**src/rtl/ysyx_22040127_memory_if.sv**
```systemverilog
`default_nettype none
// ============================================================================
//  Module      : ysyx_22040127_memory_if
//  Description : Data-memory bus between the MEM stage (master) and the
//                data memory (slave): request/grant plus read response.
//  Revision    : 1.0 - initial release
// ============================================================================
interface ysyx_22040127_memory_if;
    logic        dmem_req;
    logic        dmem_we;
    logic [63:0] dmem_addr;
    logic [63:0] dmem_wdata;
    logic [7:0]  dmem_wstrb;
    logic        dmem_gnt;
    logic        dmem_rvalid;
    logic [63:0] dmem_rdata;

    modport master (
        output dmem_req, dmem_we, dmem_addr, dmem_wdata, dmem_wstrb,
        input  dmem_gnt, dmem_rvalid, dmem_rdata
    );

    modport slave (
        input  dmem_req, dmem_we, dmem_addr, dmem_wdata, dmem_wstrb,
        output dmem_gnt, dmem_rvalid, dmem_rdata
    );
endinterface
`default_nettype wire

```
**src/rtl/ysyx_22040127_memory.sv**
```systemverilog
`default_nettype none
// ============================================================================
//  Module      : ysyx_22040127_memory
//  Description : Pipeline MEM stage. Holds one instruction, issues aligned
//                data-bus accesses with byte strobes, extracts/extends load
//                data and hands the result to writeback. Handles flushes,
//                including draining an access already granted.
//  Revision    : 1.0 - initial release
// ============================================================================
module ysyx_22040127_memory (
    input  wire        clk,
    input  wire        rst,
    input  wire        ex_to_mem_valid,
    output logic       mem_allowin,
    input  wire        ex_memread,
    input  wire        ex_memwrite,
    input  wire        ex_reg_wen,
    input  wire [2:0]  ex_memop,
    input  wire [63:0] ex_alu_output,
    input  wire [63:0] ex_mem_wdata,
    input  wire [4:0]  ex_rd,
    input  wire [31:0] ex_pc,
    input  wire        mem_flush,
    input  wire        wb_allowin,
    output logic       mem_to_wb_valid,
    output logic [63:0] mem_to_wb_result,
    output logic [4:0] mem_to_wb_rd,
    output logic       mem_to_wb_wen,
    output logic [31:0] mem_to_wb_pc,
    ysyx_22040127_memory_if.master dmem,
    output logic       mem_fwd_valid,
    output logic [4:0] mem_fwd_rd,
    output logic       mem_misalign
);

    localparam logic [2:0] c_op_b  = 3'b000;
    localparam logic [2:0] c_op_h  = 3'b001;
    localparam logic [2:0] c_op_w  = 3'b010;
    localparam logic [2:0] c_op_bu = 3'b100;
    localparam logic [2:0] c_op_hu = 3'b101;
    localparam logic [2:0] c_op_wu = 3'b110;

    typedef enum logic [1:0] {
        S_IDLE = 2'd0,
        S_REQ  = 2'd1,
        S_WAIT = 2'd2,
        S_DONE = 2'd3
    } state_t;

    state_t      r_state;
    state_t      w_state_nxt;
    logic        r_mem_valid;
    logic        r_flush_pend;
    logic        r_memread;
    logic        r_memwrite;
    logic        r_reg_wen;
    logic [2:0]  r_memop;
    logic [63:0] r_addr;
    logic [63:0] r_wdata;
    logic [4:0]  r_rd;
    logic [31:0] r_pc;
    logic [63:0] r_load_data;

    logic        w_is_mem;
    logic        w_ready_go;
    logic        w_capture;
    logic        w_drain_start;
    logic        w_req;
    logic [7:0]  w_size_mask;
    logic [3:0]  w_size_bytes;
    logic [63:0] w_rshift;
    logic [63:0] w_load_val;

    assign w_is_mem   = r_memread | r_memwrite;
    assign w_ready_go = ((r_state == S_IDLE) & ~w_is_mem) | (r_state == S_DONE);
    // A drain in progress blocks new work until the FSM is back in IDLE.
    assign mem_allowin = ~r_mem_valid | (w_ready_go & wb_allowin & ~r_flush_pend);
    assign w_capture   = ex_to_mem_valid & mem_allowin;
    // Once the bus has committed to the access we must still consume rvalid.
    assign w_drain_start = r_mem_valid & mem_flush &
                           (((r_state == S_REQ) & dmem.dmem_gnt) | (r_state == S_WAIT));

    // State register
    always_ff @(posedge clk) begin
        if (!rst) r_state <= S_IDLE;
        else      r_state <= w_state_nxt;
    end

    // Next-state: bus progress first, then a clean capture overrides the target
    always_comb begin
        w_state_nxt = r_state;
        case (r_state)
            S_IDLE: w_state_nxt = S_IDLE;
            S_REQ: begin
                if (dmem.dmem_gnt)  w_state_nxt = S_WAIT;
                else if (mem_flush) w_state_nxt = S_IDLE;
            end
            S_WAIT: begin
                if (dmem.dmem_rvalid) w_state_nxt = S_DONE;
            end
            S_DONE: begin
                if (r_flush_pend | mem_flush | wb_allowin) w_state_nxt = S_IDLE;
            end
            default: w_state_nxt = S_IDLE;
        endcase
        if (w_capture & ~mem_flush)
            w_state_nxt = (ex_memread | ex_memwrite) ? S_REQ : S_IDLE;
    end

    // Valid bit and sticky flush used while draining a granted access
    always_ff @(posedge clk) begin
        if (!rst) begin
            r_mem_valid  <= 1'b0;
            r_flush_pend <= 1'b0;
        end else begin
            if (r_flush_pend)       r_mem_valid <= (r_state != S_DONE);
            else if (w_drain_start) r_mem_valid <= 1'b1;
            else if (mem_flush)     r_mem_valid <= 1'b0;
            else if (mem_allowin)   r_mem_valid <= ex_to_mem_valid;

            if (r_state == S_DONE)  r_flush_pend <= 1'b0;
            else if (w_drain_start) r_flush_pend <= 1'b1;
        end
    end

    // Latch the instruction fields on acceptance
    always_ff @(posedge clk) begin
        if (!rst) begin
            r_memread  <= 1'b0;
            r_memwrite <= 1'b0;
            r_reg_wen  <= 1'b0;
            r_memop    <= 3'd0;
            r_addr     <= 64'd0;
            r_wdata    <= 64'd0;
            r_rd       <= 5'd0;
            r_pc       <= 32'd0;
        end else if (w_capture) begin
            r_memread  <= ex_memread;
            r_memwrite <= ex_memwrite;
            r_reg_wen  <= ex_reg_wen;
            r_memop    <= ex_memop;
            r_addr     <= ex_alu_output;
            r_wdata    <= ex_mem_wdata;
            r_rd       <= ex_rd;
            r_pc       <= ex_pc;
        end
    end

    // Access size from funct3 low bits: 1, 2, 4 or 8 bytes
    always_comb begin
        w_size_mask  = 8'hFF;
        w_size_bytes = 4'd8;
        case (r_memop[1:0])
            2'd0: begin w_size_mask = 8'h01; w_size_bytes = 4'd1; end
            2'd1: begin w_size_mask = 8'h03; w_size_bytes = 4'd2; end
            2'd2: begin w_size_mask = 8'h0F; w_size_bytes = 4'd4; end
            default: begin w_size_mask = 8'hFF; w_size_bytes = 4'd8; end
        endcase
    end

    // Align read data to bit 0, then truncate and extend by access type
    always_comb begin
        w_rshift   = dmem.dmem_rdata >> {r_addr[2:0], 3'b000};
        w_load_val = w_rshift;
        case (r_memop)
            c_op_b:  w_load_val = {{56{w_rshift[7]}},  w_rshift[7:0]};
            c_op_h:  w_load_val = {{48{w_rshift[15]}}, w_rshift[15:0]};
            c_op_w:  w_load_val = {{32{w_rshift[31]}}, w_rshift[31:0]};
            c_op_bu: w_load_val = {56'd0, w_rshift[7:0]};
            c_op_hu: w_load_val = {48'd0, w_rshift[15:0]};
            c_op_wu: w_load_val = {32'd0, w_rshift[31:0]};
            default: w_load_val = w_rshift;
        endcase
    end

    // Register load data when the response arrives
    always_ff @(posedge clk) begin
        if (!rst)                                        r_load_data <= 64'd0;
        else if ((r_state == S_WAIT) & dmem.dmem_rvalid) r_load_data <= w_load_val;
    end

    // Bus outputs come only from latched state, so they cannot move during REQ
    assign w_req            = (r_state == S_REQ);
    assign dmem.dmem_req    = w_req;
    assign dmem.dmem_we     = w_req & r_memwrite;
    assign dmem.dmem_addr   = w_req ? {r_addr[63:3], 3'b000} : 64'd0;
    assign dmem.dmem_wstrb  = w_req ? (w_size_mask << r_addr[2:0]) : 8'd0;
    assign dmem.dmem_wdata  = w_req ? (r_wdata << {r_addr[2:0], 3'b000}) : 64'd0;

    assign mem_to_wb_valid  = r_mem_valid & w_ready_go & ~mem_flush & ~r_flush_pend;
    assign mem_to_wb_result = r_memread ? r_load_data : r_addr;
    assign mem_to_wb_rd     = r_rd;
    assign mem_to_wb_wen    = r_reg_wen;
    assign mem_to_wb_pc     = r_pc;

    assign mem_fwd_valid = r_mem_valid & r_reg_wen & (r_rd != 5'd0) & ~mem_flush & ~r_flush_pend;
    assign mem_fwd_rd    = r_rd;
    assign mem_misalign  = r_mem_valid & w_is_mem & (({1'b0, r_addr[2:0]} + w_size_bytes) > 4'd8);

endmodule
`default_nettype wire

```
**src/flat_wrapper.sv**
```systemverilog
// flat-port wrapper written by rule: the top's interface ports become plain ports
module ysyx_22040127_memory_flat 
  (clk, rst, ex_to_mem_valid, mem_allowin, ex_memread, ex_memwrite, ex_reg_wen, ex_memop, ex_alu_output, ex_mem_wdata, ex_rd, ex_pc, mem_flush, wb_allowin, mem_to_wb_valid, mem_to_wb_result, mem_to_wb_rd, mem_to_wb_wen, mem_to_wb_pc, mem_fwd_valid, mem_fwd_rd, mem_misalign, dmem_dmem_req, dmem_dmem_we, dmem_dmem_addr, dmem_dmem_wdata, dmem_dmem_wstrb, dmem_dmem_gnt, dmem_dmem_rvalid, dmem_dmem_rdata);
  ysyx_22040127_memory_if dmem_i ();
  input  wire clk;
  input  wire rst;
  input  wire ex_to_mem_valid;
  output logic mem_allowin;
  input  wire ex_memread;
  input  wire ex_memwrite;
  input  wire ex_reg_wen;
  input  wire [2:0] ex_memop;
  input  wire [63:0] ex_alu_output;
  input  wire [63:0] ex_mem_wdata;
  input  wire [4:0] ex_rd;
  input  wire [31:0] ex_pc;
  input  wire mem_flush;
  input  wire wb_allowin;
  output logic mem_to_wb_valid;
  output logic [63:0] mem_to_wb_result;
  output logic [4:0] mem_to_wb_rd;
  output logic mem_to_wb_wen;
  output logic [31:0] mem_to_wb_pc;
  output logic mem_fwd_valid;
  output logic [4:0] mem_fwd_rd;
  output logic mem_misalign;
  output wire logic [$bits(dmem_i.dmem_req)-1:0] dmem_dmem_req;
  output wire logic [$bits(dmem_i.dmem_we)-1:0] dmem_dmem_we;
  output wire logic [$bits(dmem_i.dmem_addr)-1:0] dmem_dmem_addr;
  output wire logic [$bits(dmem_i.dmem_wdata)-1:0] dmem_dmem_wdata;
  output wire logic [$bits(dmem_i.dmem_wstrb)-1:0] dmem_dmem_wstrb;
  input wire logic [$bits(dmem_i.dmem_gnt)-1:0] dmem_dmem_gnt;
  input wire logic [$bits(dmem_i.dmem_rvalid)-1:0] dmem_dmem_rvalid;
  input wire logic [$bits(dmem_i.dmem_rdata)-1:0] dmem_dmem_rdata;
  assign dmem_dmem_req = dmem_i.dmem_req;
  assign dmem_dmem_we = dmem_i.dmem_we;
  assign dmem_dmem_addr = dmem_i.dmem_addr;
  assign dmem_dmem_wdata = dmem_i.dmem_wdata;
  assign dmem_dmem_wstrb = dmem_i.dmem_wstrb;
  assign dmem_i.dmem_gnt = dmem_dmem_gnt;
  assign dmem_i.dmem_rvalid = dmem_dmem_rvalid;
  assign dmem_i.dmem_rdata = dmem_dmem_rdata;
  ysyx_22040127_memory u_core (.clk(clk), .rst(rst), .ex_to_mem_valid(ex_to_mem_valid), .mem_allowin(mem_allowin), .ex_memread(ex_memread), .ex_memwrite(ex_memwrite), .ex_reg_wen(ex_reg_wen), .ex_memop(ex_memop), .ex_alu_output(ex_alu_output), .ex_mem_wdata(ex_mem_wdata), .ex_rd(ex_rd), .ex_pc(ex_pc), .mem_flush(mem_flush), .wb_allowin(wb_allowin), .mem_to_wb_valid(mem_to_wb_valid), .mem_to_wb_result(mem_to_wb_result), .mem_to_wb_rd(mem_to_wb_rd), .mem_to_wb_wen(mem_to_wb_wen), .mem_to_wb_pc(mem_to_wb_pc), .dmem(dmem_i), .mem_fwd_valid(mem_fwd_valid), .mem_fwd_rd(mem_fwd_rd), .mem_misalign(mem_misalign));
endmodule
```
**config.mk**
```make
export PLATFORM = sky130hd
export DESIGN_NAME = ysyx_22040127_memory_flat
export DESIGN_NICKNAME = d
export VERILOG_FILES = /design/src/rtl/ysyx_22040127_memory_if.sv /design/src/rtl/ysyx_22040127_memory.sv /design/src/flat_wrapper.sv
export SDC_FILE = /design/constraint.sdc
export NUM_CORES = 1
export LEC_CHECK = 0
export ABC_CLOCK_PERIOD_IN_PS = 3000
export BUFFER_PORTS_ARGS = -buffer_cell sky130_fd_sc_hd__buf_2
export CAP_MARGIN = 40
export CORE_AREA = 2 2 190 192
export DETAILED_ROUTE_END_ITERATION = 8
export DIE_AREA = 0 0 192 194
export PLACE_DENSITY = 0.74
export SKIP_CTS_REPAIR_TIMING = 1
export SYNTH_ARGS = -nofsm -noshare
export SYNTH_HDL_FRONTEND = slang
export SYNTH_SLANG_ARGS = --single-unit
```
**constraint.sdc**
```tcl
create_clock -name clk -period 3 [get_ports clk]
set_input_delay 0.3 -clock clk [delete_from_list [all_inputs] [get_ports clk]]
set_output_delay 0.3 -clock clk [all_outputs]
set_load 0.02 [all_outputs]
```
After elaboration in Yosys (flattened, before gate mapping)
Cells that the tools add are included.

Register bits after elaboration: 239. Latch bits: 0. Bits in writable memories: 0. Bits in read-only memories: 0. Bits of input ports: 242. Output and inout port bits: 249. Logic and storage cells: 87. Memories: 0.

Add/subtract/negate cells: 1. Multipliers: 0. Div/mod/pow operators: 0. Magnitude comparators: 1. Equality and inequality tests: 14. Shifts and indexed selects: 3. Muxes and demuxes: 18. Bitwise gates (word level): 31. Reductions and logical operators: 7.

Operators with widths (number): case mux 64 bit (6 select lines) (1); 2-to-1 mux 64 bit (3); left shift 64 x 6 -> 64 bit (1); >> shifter 64 x 6 -> 64 bit (1); case mux 8 bit (3 select lines) (1); bitwise AND 1 bit (19); case mux 4 bit (3 select lines) (1); 2-to-1 mux 2 bit (5); equality test 3 bit (second input constant) (3); 2-to-1 mux 8 bit (1); case mux 2 bit (4 select lines) (1); left shift 8 x 3 -> 8 bit (1); bitwise OR 1 bit (7); equality test 2 bit (second input constant) (3); 2-to-1 mux 1 bit (5); inverter 1 bit (5); nonzero test 5 bit (1); adder 3 x 4 -> 4 bit (1); equality test 2 x 1 -> 1 bit (second input constant) (2); > comparator 4 bit (second input constant) (1); zero test 2 bit (2); inequality test 4 bit (second input constant) (1); nonzero test 4 bit (1); equality test 3 x 1 -> 1 bit (second input constant) (1); other kinds (7) (7).

Depth between registers and ports, before layout
Gate-level depths: netlist (run 1).

Word-level depth: 11. Gate-level depth with buffers: 10. Depth with buffers taken out: 8.

Least setup slack after synthesis (run 1)
Ideal clock, no wire load.

Kind: reg-to-output. Start point: register u_core.r_addr[1]. End point: output dmem_dmem_wstrb[6]. Arrival time: 2.453 ns. Required time: 2.700 ns. Setup slack: 0.247 ns. Cell stages (with the launch flop): 8. Buffers on the path: 5. Path through: dfxtp_1 buf_6 buf_6 buf_2 buf_2 buf_4 nor3_1 a2111oi_0.

Longest elaborated chain between the ends: 2.

Ends and longest elaborated chain: start: declaration (line ysyx_22040127_memory.sv:58) `logic [63:0] r_addr;`; start signal: assignment (line ysyx_22040127_memory.sv:142) `r_addr <= ex_alu_output;`; left shift 8 x 3 -> 8 bit (line ysyx_22040127_memory.sv:187) `assign dmem.dmem_wstrb = w_req ? (w_size_mask << r_addr[2:0]) : 8'd0;`; 2-to-1 mux 8 bit (line ysyx_22040127_memory.sv:187); end: declaration (line flat_wrapper.sv:31) `output wire logic [$bits(dmem_i.dmem_wstrb)-1:0] dmem_dmem_wstrb;`.

No other way between the ends.

Worst setup path after layout (run 1)
Start point: register u_core.r_addr[0]. End point: output dmem_dmem_wdata[56].

Longest elaborated chain between the ends: 2.

Ends and longest elaborated chain: left shift 64 x 6 -> 64 bit (line ysyx_22040127_memory.sv:188) `assign dmem.dmem_wdata = w_req ? (r_wdata << {r_addr[2:0], 3'b000}) : 64'd0;`; 2-to-1 mux 64 bit (line ysyx_22040127_memory.sv:188); end: declaration (line flat_wrapper.sv:30) `output wire logic [$bits(dmem_i.dmem_wdata)-1:0] dmem_dmem_wdata;`.

No other way between the ends.

==> results of run 1 <==
## power by group through the flow
| stage | Clock (mW) | Combinational (mW) | Sequential (mW) |
|---|---|---|---|
| final | 3.75 | 1.79 | 3.48 |
| after global routing | 3.93 | 1.93 | 3.49 |
| after CTS | 3.82 | 1.65 | 3.47 |
| after detailed placement | 0 | 1.64 | 3.54 |
| after global placement | 0 | 1.62 | 3.54 |
| after floorplan | 0 | 1.04 | 3.50 |
## through the flow
| stage | std cells | instance area, µm² | hold WS (ns) |
|---|---|---|---|
| 2_1_floorplan | 1662 | 13700 | 0.433 |
| 3_3_place_gp | 2497 | 16500 | 0.440 |
| 3_5_place_dp | 2499 | 16500 | 0.445 |
| 4_1_cts | 2552 | 17500 | -0.0591 |
| 5_1_grt | 2671 | 18700 | 0.00000178 |
| 6_report | 2672 | 18700 | -0.0272 |
## critical path, cell delays in order, from the launching register on
cell	delay, ns
dfxtp_4	0.43
buf_12	0.35
mux2_2	0.25
nor2_1	0.04
a21oi_1	0.36
mux2i_1	0.15
nor2_1	0.21
buf_2	0.21
## state kept, by name, indices dropped and copies added, names as in the netlist, 2 cells and up
register	cells
u_core.r_addr	64
u_core.r_load_data	64
u_core.r_wdata	64
u_core.mem_to_wb_pc	32
u_core.mem_fwd_rd	5
u_core.r_memop	3
u_core.r_state	2
## how the worst max path moves through the flow
stage / end / slack, ns / cells after the start
finish: dmem_dmem_wdata[56] / 0.09 / 7
global route: mem_misalign / 0.01 / 9
CTS: dmem_dmem_wdata[63] / 0.04 / 7
detailed placement: u_core.r_load_data[34] / 0.58 / 6
global placement: u_core.r_load_data[29] / 0.56 / 5
floorplan: dmem_dmem_wstrb[6] / 0.25 / 7
## placed cells by master (no fill, tap or decap), types with 16 or more instances in the layout
master,n
a211oi_1,32
a21oi_1,231
a31oi_1,16
and2_1,87
buf_2,487
buf_4,32
clkbuf_16,31
dfxtp_1,235
dlygate4sd3_1,112
mux2_2,72
mux2i_1,98
mux4_2,45
nand2_1,366
nand2b_1,17
nor2_1,112
nor2b_1,20
o21ai_0,47
o221a_1,20
## cell families after synthesis
group / synth area share [%]
and+or+nand+nor: 20.2
AOI/OAI and AO/OA: 17.4
DFF: 35.0
muxes: 20.7
buffers and inverters: 5.70
adders and majority gates: 0.879
xor gates and xnor gates: 0.128
other: 0.0274
## layout make-up
class | count | area [µm²]
inverters | 12 | 50.0
flip-flops and latches | 239 | 4800
clock buffers | 40 | 838
diodes | 7 | 17.5
multi-input cells | 1256 | 8140
clock inverters | 13 | 176
fillers | 3242 | 16600
repair buffers | 644 | 4070
well taps | 461 | 577
## routing by layer
metal | vias up | track usage, %
li1 | 6813 | -
met4 | 2 | 12.0
met1 | 7006 | 31.9
met2 | 716 | 47.9
met3 | 149 | 6.57
met5 | - | 0
==> impl_metrics.env, run 1 <==
export IMPL_routed_wl_um=55800
export IMPL_area_delta_synth_final_pct=36.5
export IMPL_min_delay_start="ex_pc[9]"
export IMPL_drc_errors=0
export IMPL_synth_edf_count=0
export IMPL_rr_startpoint="u_core.r_addr[1]"
export IMPL_timing_setup_tns_ns=0
export IMPL_fin_crit_sh_pct=97.1
export IMPL_nets=2433
export IMPL_antenna_found_initial=8
export IMPL_htree_levels=1
export IMPL_arrival_ns=2.61
export IMPL_r2r_cells=6
export IMPL_dieArea_mm2=0.0372
export IMPL_hp_class="input pin to flop"
export IMPL_start_util_pct=38.8
export IMPL_clk_path_buf_depth=3
export IMPL_cts_sinks=239
export IMPL_failed_checks="hold timing"
export IMPL_grt_ovfl_total=0
export IMPL_place_ws_ns=0.576
export IMPL_fp_dieH_um=194
export IMPL_post_route_min_period_ns=2.91
export IMPL_post_dp_hpwl_um=39700
export IMPL_crit_required_ns=2.70
export IMPL_top_level_ports=491
export IMPL_ys_async_sr_fraction_pct=0
export IMPL_met1Wirelength_um=20900
export IMPL_cts_root_buf="clkbuf_16"
export IMPL_numCtsBuffers=29
export IMPL_clk_pin_slew_ns=0.07
export IMPL_netlist_area_leader_share_pct=35.0
export IMPL_grt_max_degree=87
export IMPL_power_density_mw_per_mm2=483
export IMPL_critPathLaunch="u_core.r_addr[0]"
export IMPL_yosys_register_bits=239
export IMPL_p_leak_nw=8.19
export IMPL_grt_setup_unrepaired="no"
export IMPL_setup_ws_ns=0.0873
export IMPL_min_to="u_core.mem_to_wb_pc[9]"
export IMPL_first_global_vias=13478
export IMPL_syn_inst=1660
export IMPL_startpoint_type="flop"
export IMPL_yosysMostFrequentCell="nand2_1"
export IMPL_status="finished, violations left"
export IMPL_rr_endpoint="u_core.r_load_data[33]"
export IMPL_cts_tree="done"
export IMPL_p_sw_share_pct=29.2
export IMPL_initialDrtViolationCount=1089
export IMPL_peakVddDrop_uv=533
export IMPL_avgSynthCellArea_um2=8.23
export IMPL_combPwrFrac_pct=19.8
export IMPL_clk_latency_ns=0.57
export IMPL_num_rows=69
export IMPL_fin_util_pct=53.0
export IMPL_grt_total_usage_pct=27.5
export IMPL_firstDrtPassIters=5
export IMPL_clockPowerShare_pct=41.6
export IMPL_relSlewSlack_pct=41.5
export IMPL_wl_met3_um=4550
export IMPL_die_x_um=192
export IMPL_ant_nets=0
export IMPL_ys_seq_area_share_pct=35.0
export IMPL_hold_viol=37
export IMPL_p_int_mw=6.39
export IMPL_whs_path_depth=3
export IMPL_core_area_mm2=0.0352
export IMPL_drv_cap=0
export IMPL_holdWs_ns=-0.0272
export IMPL_viasPerCell=5.50
export IMPL_r2r_setup_slack_ns=0.49
export IMPL_seqPwrFrac_pct=38.6
export IMPL_synth_top_flop_cell="dfxtp_1"
export IMPL_syn_area_mm2=0.0137
export IMPL_num_vias=14686
export IMPL_highest_layer="met5"
export IMPL_skew_ns=0.0167
export IMPL_wl_per_cell_um=20.9
export IMPL_synth_warning_count=0
export IMPL_ys_types=55
export IMPL_portBuffers=487
export IMPL_synth_top_area_cell="dfxtp_1"
export IMPL_crit_path_end_kind="output port"
export IMPL_wl_met2_um=27800
export IMPL_grt_pass1_wl_um=79100
export IMPL_critPathKind="flop to output port"
export IMPL_gp_congestion=0.965
export IMPL_fmax_mhz=343
export IMPL_finalSetupViolCount=0
export IMPL_maxSlewViolCount=0
export IMPL_synthTopCellsByCount="nand2_1, dfxtp_1, a21oi_1"
export IMPL_tightest_slew_ns=0.876
export IMPL_total_power_mw=9.02
export IMPL_switchingPower_mw=2.63
export IMPL_synth_area_leaders="dfxtp_1, nand2_1, a21oi_1"
export IMPL_cp_max_fo=67
export IMPL_final_layout_size_suffix_gt1_share_pct=32.8
No activity file was read; power rests on OpenSTA's default activity.
==> run 2: changes to the inputs <==
- HOLD_SLACK_MARGIN: unset -> 0.1
==> run 2 against run 1 <==
Effect of this change:
- sequential share of layout area decreased by 0.79 points
- critical endpoint is now dmem_dmem_wdata[58]
- clock skew decreased by 0.0017 ns
- design area increased by 3.2%
- the run now ends clean
- clock power about the same
- sequential power about the same
- count of clock-buffer cells in the layout unchanged
- global-route usage unchanged
- via count increased by 3.0%
- die area unchanged
- critical path depth unchanged
- final cell count increased by 2.2%
- combinational power increased by 4%
==> impl_metrics.env, run 2 (same netlist as run 1, synthesis figures left out) <==
export IMPL_maxSlewViolCount=0
export IMPL_wl_per_cell_um=20.9
export IMPL_start_util_pct=38.8
export IMPL_first_global_vias=13478
export IMPL_cts_sinks=239
export IMPL_post_route_min_period_ns=2.95
export IMPL_power_density_mw_per_mm2=472
export IMPL_cts_root_buf="clkbuf_16"
export IMPL_viasPerCell=5.54
export IMPL_p_leak_nw=8.43
export IMPL_dieArea_mm2=0.0372
export IMPL_routed_wl_um=57100
export IMPL_gp_congestion=0.965
export IMPL_holdWs_ns=0.155
export IMPL_firstDrtPassIters=6
export IMPL_relSlewSlack_pct=41.7
export IMPL_htree_levels=1
export IMPL_grt_ovfl_total=0
export IMPL_arrival_ns=2.65
export IMPL_timing_setup_tns_ns=0
export IMPL_num_rows=69
export IMPL_drv_cap=0
export IMPL_critPathKind="flop to output port"
export IMPL_largestRegisters="u_core.r_addr: 64 flops, u_core.r_load_data: 64 flops, u_core.r_wdata: 64 flops"
export IMPL_clk_path_buf_depth=3
export IMPL_fin_crit_sh_pct=98.2
export IMPL_final_layout_size_suffix_gt1_share_pct=31.9
export IMPL_final_cell_mix="buf_2, nand2_1, dfxtp_1"
export IMPL_finalSetupViolCount=0
export IMPL_grt_max_degree=87
export IMPL_startpoint_type="flop"
export IMPL_hold_viol=0
export IMPL_num_vias=15125
export IMPL_skew_ns=0.0150
export IMPL_status="completed"
export IMPL_tightest_slew_ns=0.873
export IMPL_nets=2492
export IMPL_numCtsBuffers=29
export IMPL_setup_ws_ns=0.0541
export IMPL_fp_dieH_um=194
export IMPL_grt_setup_unrepaired="no"
export IMPL_core_area_mm2=0.0352
export IMPL_post_dp_hpwl_um=39700
export IMPL_grt_pass1_wl_um=79100
export IMPL_area_delta_synth_final_pct=40.8
export IMPL_hp_class="input pin to flop"
export IMPL_crit_path_end_kind="output port"
export IMPL_final_common_cell="buf_2"
export IMPL_drc_errors=0
export IMPL_antenna_found_initial=5
export IMPL_top_level_ports=491
export IMPL_grt_total_usage_pct=27.5
export IMPL_cp_max_fo=67
export IMPL_fmax_mhz=339
export IMPL_cts_tree="done"
export IMPL_clk_pin_slew_ns=0.07
export IMPL_peakVddDrop_uv=529
export IMPL_place_ws_ns=0.576
export IMPL_die_x_um=192
export IMPL_initialDrtViolationCount=1130
export IMPL_clk_latency_ns=0.57
export IMPL_crit_required_ns=2.70
export IMPL_portBuffers=487
export IMPL_ant_nets=0
[run 2: cell count changes in the layout (fill, tap and decap cells not counted), sizes merged]
cell and delta:
dlygate4sd3 +59, diode -1
[run 2: final timing paths]
kind	endpoint	startpoint	slack (ns)	depth (start not counted)
hold reg to reg	u_core.mem_to_wb_pc[23]	u_core.mem_to_wb_pc[23]	0.45	2
setup / recovery	dmem_dmem_wdata[58]	u_core.r_addr[0]	0.05	7
setup reg to reg	u_core.r_load_data[33]	u_core.r_addr[1]	0.49	6
hold / removal	u_core.r_state[0]	mem_flush	0.15	3
[run 2: per-layer routing]
layer	up-vias	global-route usage [%]	wire (µm)
met1	7183	31.9	21100
met5	-	0	13
met2	826	47.9	28500
li1	6939	-	-
met3	175	6.57	4690
met4	2	12.0	2790
[run 2: layout make-up]
cell class                      instances  area (µm²)
Clock inverter                         13         176
Multi-Input combinational cell       1256        8140
Tap cell                              461         577
Timing Repair Buffer                  703        4660
Fill cell                            3137       16000
Clock buffer                           40         838
Antenna cell                            6        15.0
Inverter                               12        50.0
Sequential cell                       239        4800
[run 2: where the power goes]
part | internal, mW | total, mW | switching, mW
Clock | 2.29 | 3.75 | 1.46
Combinational | 0.828 | 1.86 | 1.03
Sequential | 3.32 | 3.48 | 0.165
[run 2: worst max-delay path: stages (launching register included)]
cell	delay [ns]
dfxtp_4	0.43
buf_12	0.36
mux2_2	0.25
nor2_1	0.04
a21oi_1	0.40
mux2i_1	0.22
nor2_1	0.15
buf_2	0.18
[run 2: per-stage QoR]
step                      utilization (%)  power [mW]  cell area [µm²]  cells
after floorplan                         -        4.54            13700   1662
after global placement               46.7        5.15            16500   2497
after detailed placement             46.8        5.19            16500   2499
after CTS                            49.6        8.94            17500   2552
after global routing                 54.6        9.42            19200   2728
final                                54.7        9.09            19300   2730
==> run 3: changes to the inputs <==
- ABC_AREA: unset -> 1
- CORE_AREA: 2 2 190 192 -> 2 2 189 191
- DIE_AREA: 0 0 192 194 -> 0 0 191 193
- PLACE_DENSITY: 0.74 -> 0.75
==> run 3 against run 2 <==
Effect of this change:
- synthesized cell count is 36% higher
- setup slack better by 0.086 ns
- via count is 12% higher
- area after synthesis is 0.16% lower
- die area is 1.0% lower
- final cell count is 20% higher
- clock skew is 0.0048 ns higher
==> impl_metrics.env, run 3 <==
export IMPL_synth_edf_count=0
export IMPL_top_level_ports=491
export IMPL_cp_num_cells=8
export IMPL_p_leak_nw=9.69
export IMPL_num_rows=69
export IMPL_arrival_ns=2.56
export IMPL_skew_ns=0.0198
export IMPL_synth_area_leaders="dfxtp_1, nand2_1, o21ai_0"
export IMPL_hold_viol=0
export IMPL_yosysMostFrequentCell="nand2_1"
export IMPL_die_x_um=191
export IMPL_finalSetupViolCount=0
export IMPL_nets=3042
export IMPL_post_dp_hpwl_um=41100
export IMPL_final_common_cell="nand2_1"
export IMPL_ys_types=37
export IMPL_wl_per_cell_um=17.8
export IMPL_relSlewSlack_pct=47.7
export IMPL_first_global_vias=14685
export IMPL_netlist_area_leader_share_pct=35.1
export IMPL_r2r_setup_slack_ns=0.45
export IMPL_rr_endpoint="u_core.r_load_data[50]"
export IMPL_avgSynthCellArea_um2=6.06
export IMPL_grt_max_degree=107
export IMPL_core_area_mm2=0.0350
export IMPL_drv_cap=0
export IMPL_crit_required_ns=2.70
export IMPL_seqPwrFrac_pct=37.5
export IMPL_viasPerCell=5.16
export IMPL_combPwrFrac_pct=23.9
export IMPL_p_int_mw=6.40
export IMPL_crit_path_end_kind="output port"
export IMPL_largestRegisters="u_core.r_addr: 64 flops, u_core.r_load_data: 64 flops, u_core.r_wdata: 64 flops"
export IMPL_clockPowerShare_pct=38.6
export IMPL_htree_levels=1
export IMPL_tightest_slew_ns=0.785
export IMPL_dieArea_mm2=0.0369
export IMPL_fin_util_pct=53.5
export IMPL_portBuffers=487
export IMPL_final_layout_size_suffix_gt1_share_pct=21.1
export IMPL_startpoint_type="flop"
export IMPL_setup_ws_ns=0.141
export IMPL_peakVddDrop_uv=422
export IMPL_place_ws_ns=0.511
export IMPL_cp_endpoint="mem_misalign"
export IMPL_clk_latency_ns=0.56
export IMPL_synth_top_area_cell="dfxtp_1"
export IMPL_holdWs_ns=0.0514
export IMPL_gp_congestion=0.955
export IMPL_hp_class="input pin to flop"
export IMPL_cts_tree="done"
export IMPL_maxSlewViolCount=0
export IMPL_cp_max_fo=7
export IMPL_postPlaceCellArea_mm2=0.0161
export IMPL_firstDrtPassIters=6
export IMPL_ys_seq_area_share_pct=35.1
export IMPL_synthTopCellsByCount="nand2_1, nor2_1, o21ai_0"
export IMPL_drc_errors=0
export IMPL_critPathKind="flop to output port"
export IMPL_seqCellArea_mm2=0.00479
export IMPL_grt_setup_unrepaired="yes"
export IMPL_slowest_delay_ns=0.41
export IMPL_post_route_min_period_ns=2.86
export IMPL_critPathLaunch="u_core.r_memop[0]"
export IMPL_synth_warning_count=0
export IMPL_cp_top_family="adder cells"
export IMPL_syn_inst=2253
export IMPL_r2r_cells=9
export IMPL_whs_path_depth=3
export IMPL_p_sw_share_pct=32.4
export IMPL_critPathSlowestCell="fa_1"
export IMPL_final_cell_mix="nand2_1, buf_2, nor2_1"
export IMPL_syn_area_mm2=0.0136
export IMPL_clk_path_buf_depth=3
export IMPL_rr_startpoint="u_core.r_addr[0]"
export IMPL_grt_pass1_wl_um=81400
export IMPL_multiInputGateArea_mm2=0.00743
export IMPL_yosys_register_bits=239
export IMPL_grt_total_usage_pct=28.2
export IMPL_fillCellCount=3493
export IMPL_status="completed"
export IMPL_area_delta_synth_final_pct=37.2
export IMPL_cts_sinks=239
export IMPL_num_vias=16945
export IMPL_fin_crit_sh_pct=95.3
export IMPL_numCtsBuffers=28
export IMPL_path_cells="nor2_2 -> ha_1 -> inv_1 -> fa_1 -> o21ai_0 -> nor3_1 -> nor3_2 -> buf_2"
export IMPL_grt_ovfl_total=0
export IMPL_routed_wl_um=58500
export IMPL_clk_pin_slew_ns=0.06
export IMPL_fp_dieH_um=193
export IMPL_cp_num_buf_inv=2
export IMPL_fin_area_mm2=0.0187
export IMPL_synth_top_flop_cell="dfxtp_1"
export IMPL_power_density_mw_per_mm2=506
export IMPL_initialDrtViolationCount=1568
export IMPL_fmax_mhz=350
export IMPL_antenna_found_initial=11
export IMPL_cts_root_buf="clkbuf_16"
export IMPL_start_util_pct=39.0
export IMPL_switchingPower_mw=3.07
export IMPL_ant_nets=0
export IMPL_ys_async_sr_fraction_pct=0
## run 3: cell types whose count changed in the layout (fill, tap and decap cells not counted), sizes merged, moves of 20 or more
cell	before	now
inv	12	151
nand2	367	607
o221a	24	0
nand3	2	119
o21ai	48	361
mux4	45	0
nor2	112	478
and2	88	1
mux2i	98	17
nor2b	20	0
mux2	74	0
a211oi	32	0
a21oi	232	53
## run 3: final cells by class
| class | count | share of cell area [%] |
|---|---|---|
| antenna | 13 | 0.174 |
| clock buffer | 40 | 4.58 |
| clock inverter | 11 | 0.782 |
| inverter | 152 | 3.09 |
| multi-input combinational | 1692 | 39.7 |
| sequential | 239 | 25.6 |
| tap | 461 | 3.08 |
| timing repair buffer | 678 | 23.0 |
## run 3: worst reg2reg max path: stages, from the launching register on
cell	delay, ns
dfxtp_4	0.38
inv_2	0.45
buf_4	0.49
nand2_1	0.13
nand3_1	0.12
nand3_1	0.12
nand3_2	0.16
nand3_4	0.31
nor2_1	0.24
nor2_1	0.06
## run 3: cell families after synthesis
group | Yosys count | synth area share (%)
buffers and inverters | 324 | 10.7
adders and majority gates | 9 | 0.880
and+or+nand+nor | 1213 | 35.0
xor gates and xnor gates | 1 | 0.0642
DFF | 239 | 35.1
AOI/OAI and AO/OA | 449 | 17.0
muxes | 17 | 1.25
other | 1 | 0.0275
## run 3: stage by stage
step	TNS, ns	std cells	power [mW]
2_1_floorplan	0	2255	4.97
3_3_place_gp	0	3062	5.64
3_5_place_dp	0	3062	5.66
4_1_cts	-0.0447	3113	9.32
5_1_grt	0	3281	9.91
6_report	0	3286	9.47
## run 3: worst min path at each step
stage | from | to | slack, ns
5_1_grt | ex_mem_wdata[14] | u_core.r_wdata[14] | 0.10
6_report | ex_mem_wdata[43] | u_core.r_wdata[43] | 0.05
3_5_place_dp | u_core.mem_to_wb_pc[29] | u_core.mem_to_wb_pc[29] | 0.47
3_3_place_gp | u_core.mem_to_wb_pc[0] | u_core.mem_to_wb_pc[0] | 0.46
2_1_floorplan | ex_memwrite | u_core.r_state[0] | 0.44
4_1_cts | ex_alu_output[16] | u_core.r_addr[16] | -0.03
## run 3: power groups by stage
stage / combinational [mW] / clock (mW) / sequential (mW)
2_1_floorplan: 1.36 / 0 / 3.62
3_3_place_gp: 2.03 / 0 / 3.60
3_5_place_dp: 2.05 / 0 / 3.61
4_1_cts: 2.06 / 3.72 / 3.54
5_1_grt: 2.48 / 3.86 / 3.58
6_report: 2.26 / 3.66 / 3.55
## run 3: routing by layer
layer | wire, µm | track usage (%) | part of all wire [%]
met1 | 23200 | 35.2 | 40
met2 | 27700 | 48.0 | 47
met3 | 5170 | 5.32 | 8.8
met4 | 2410 | 11.1 | 4.1
met5 | 13 | 0 | 0.022
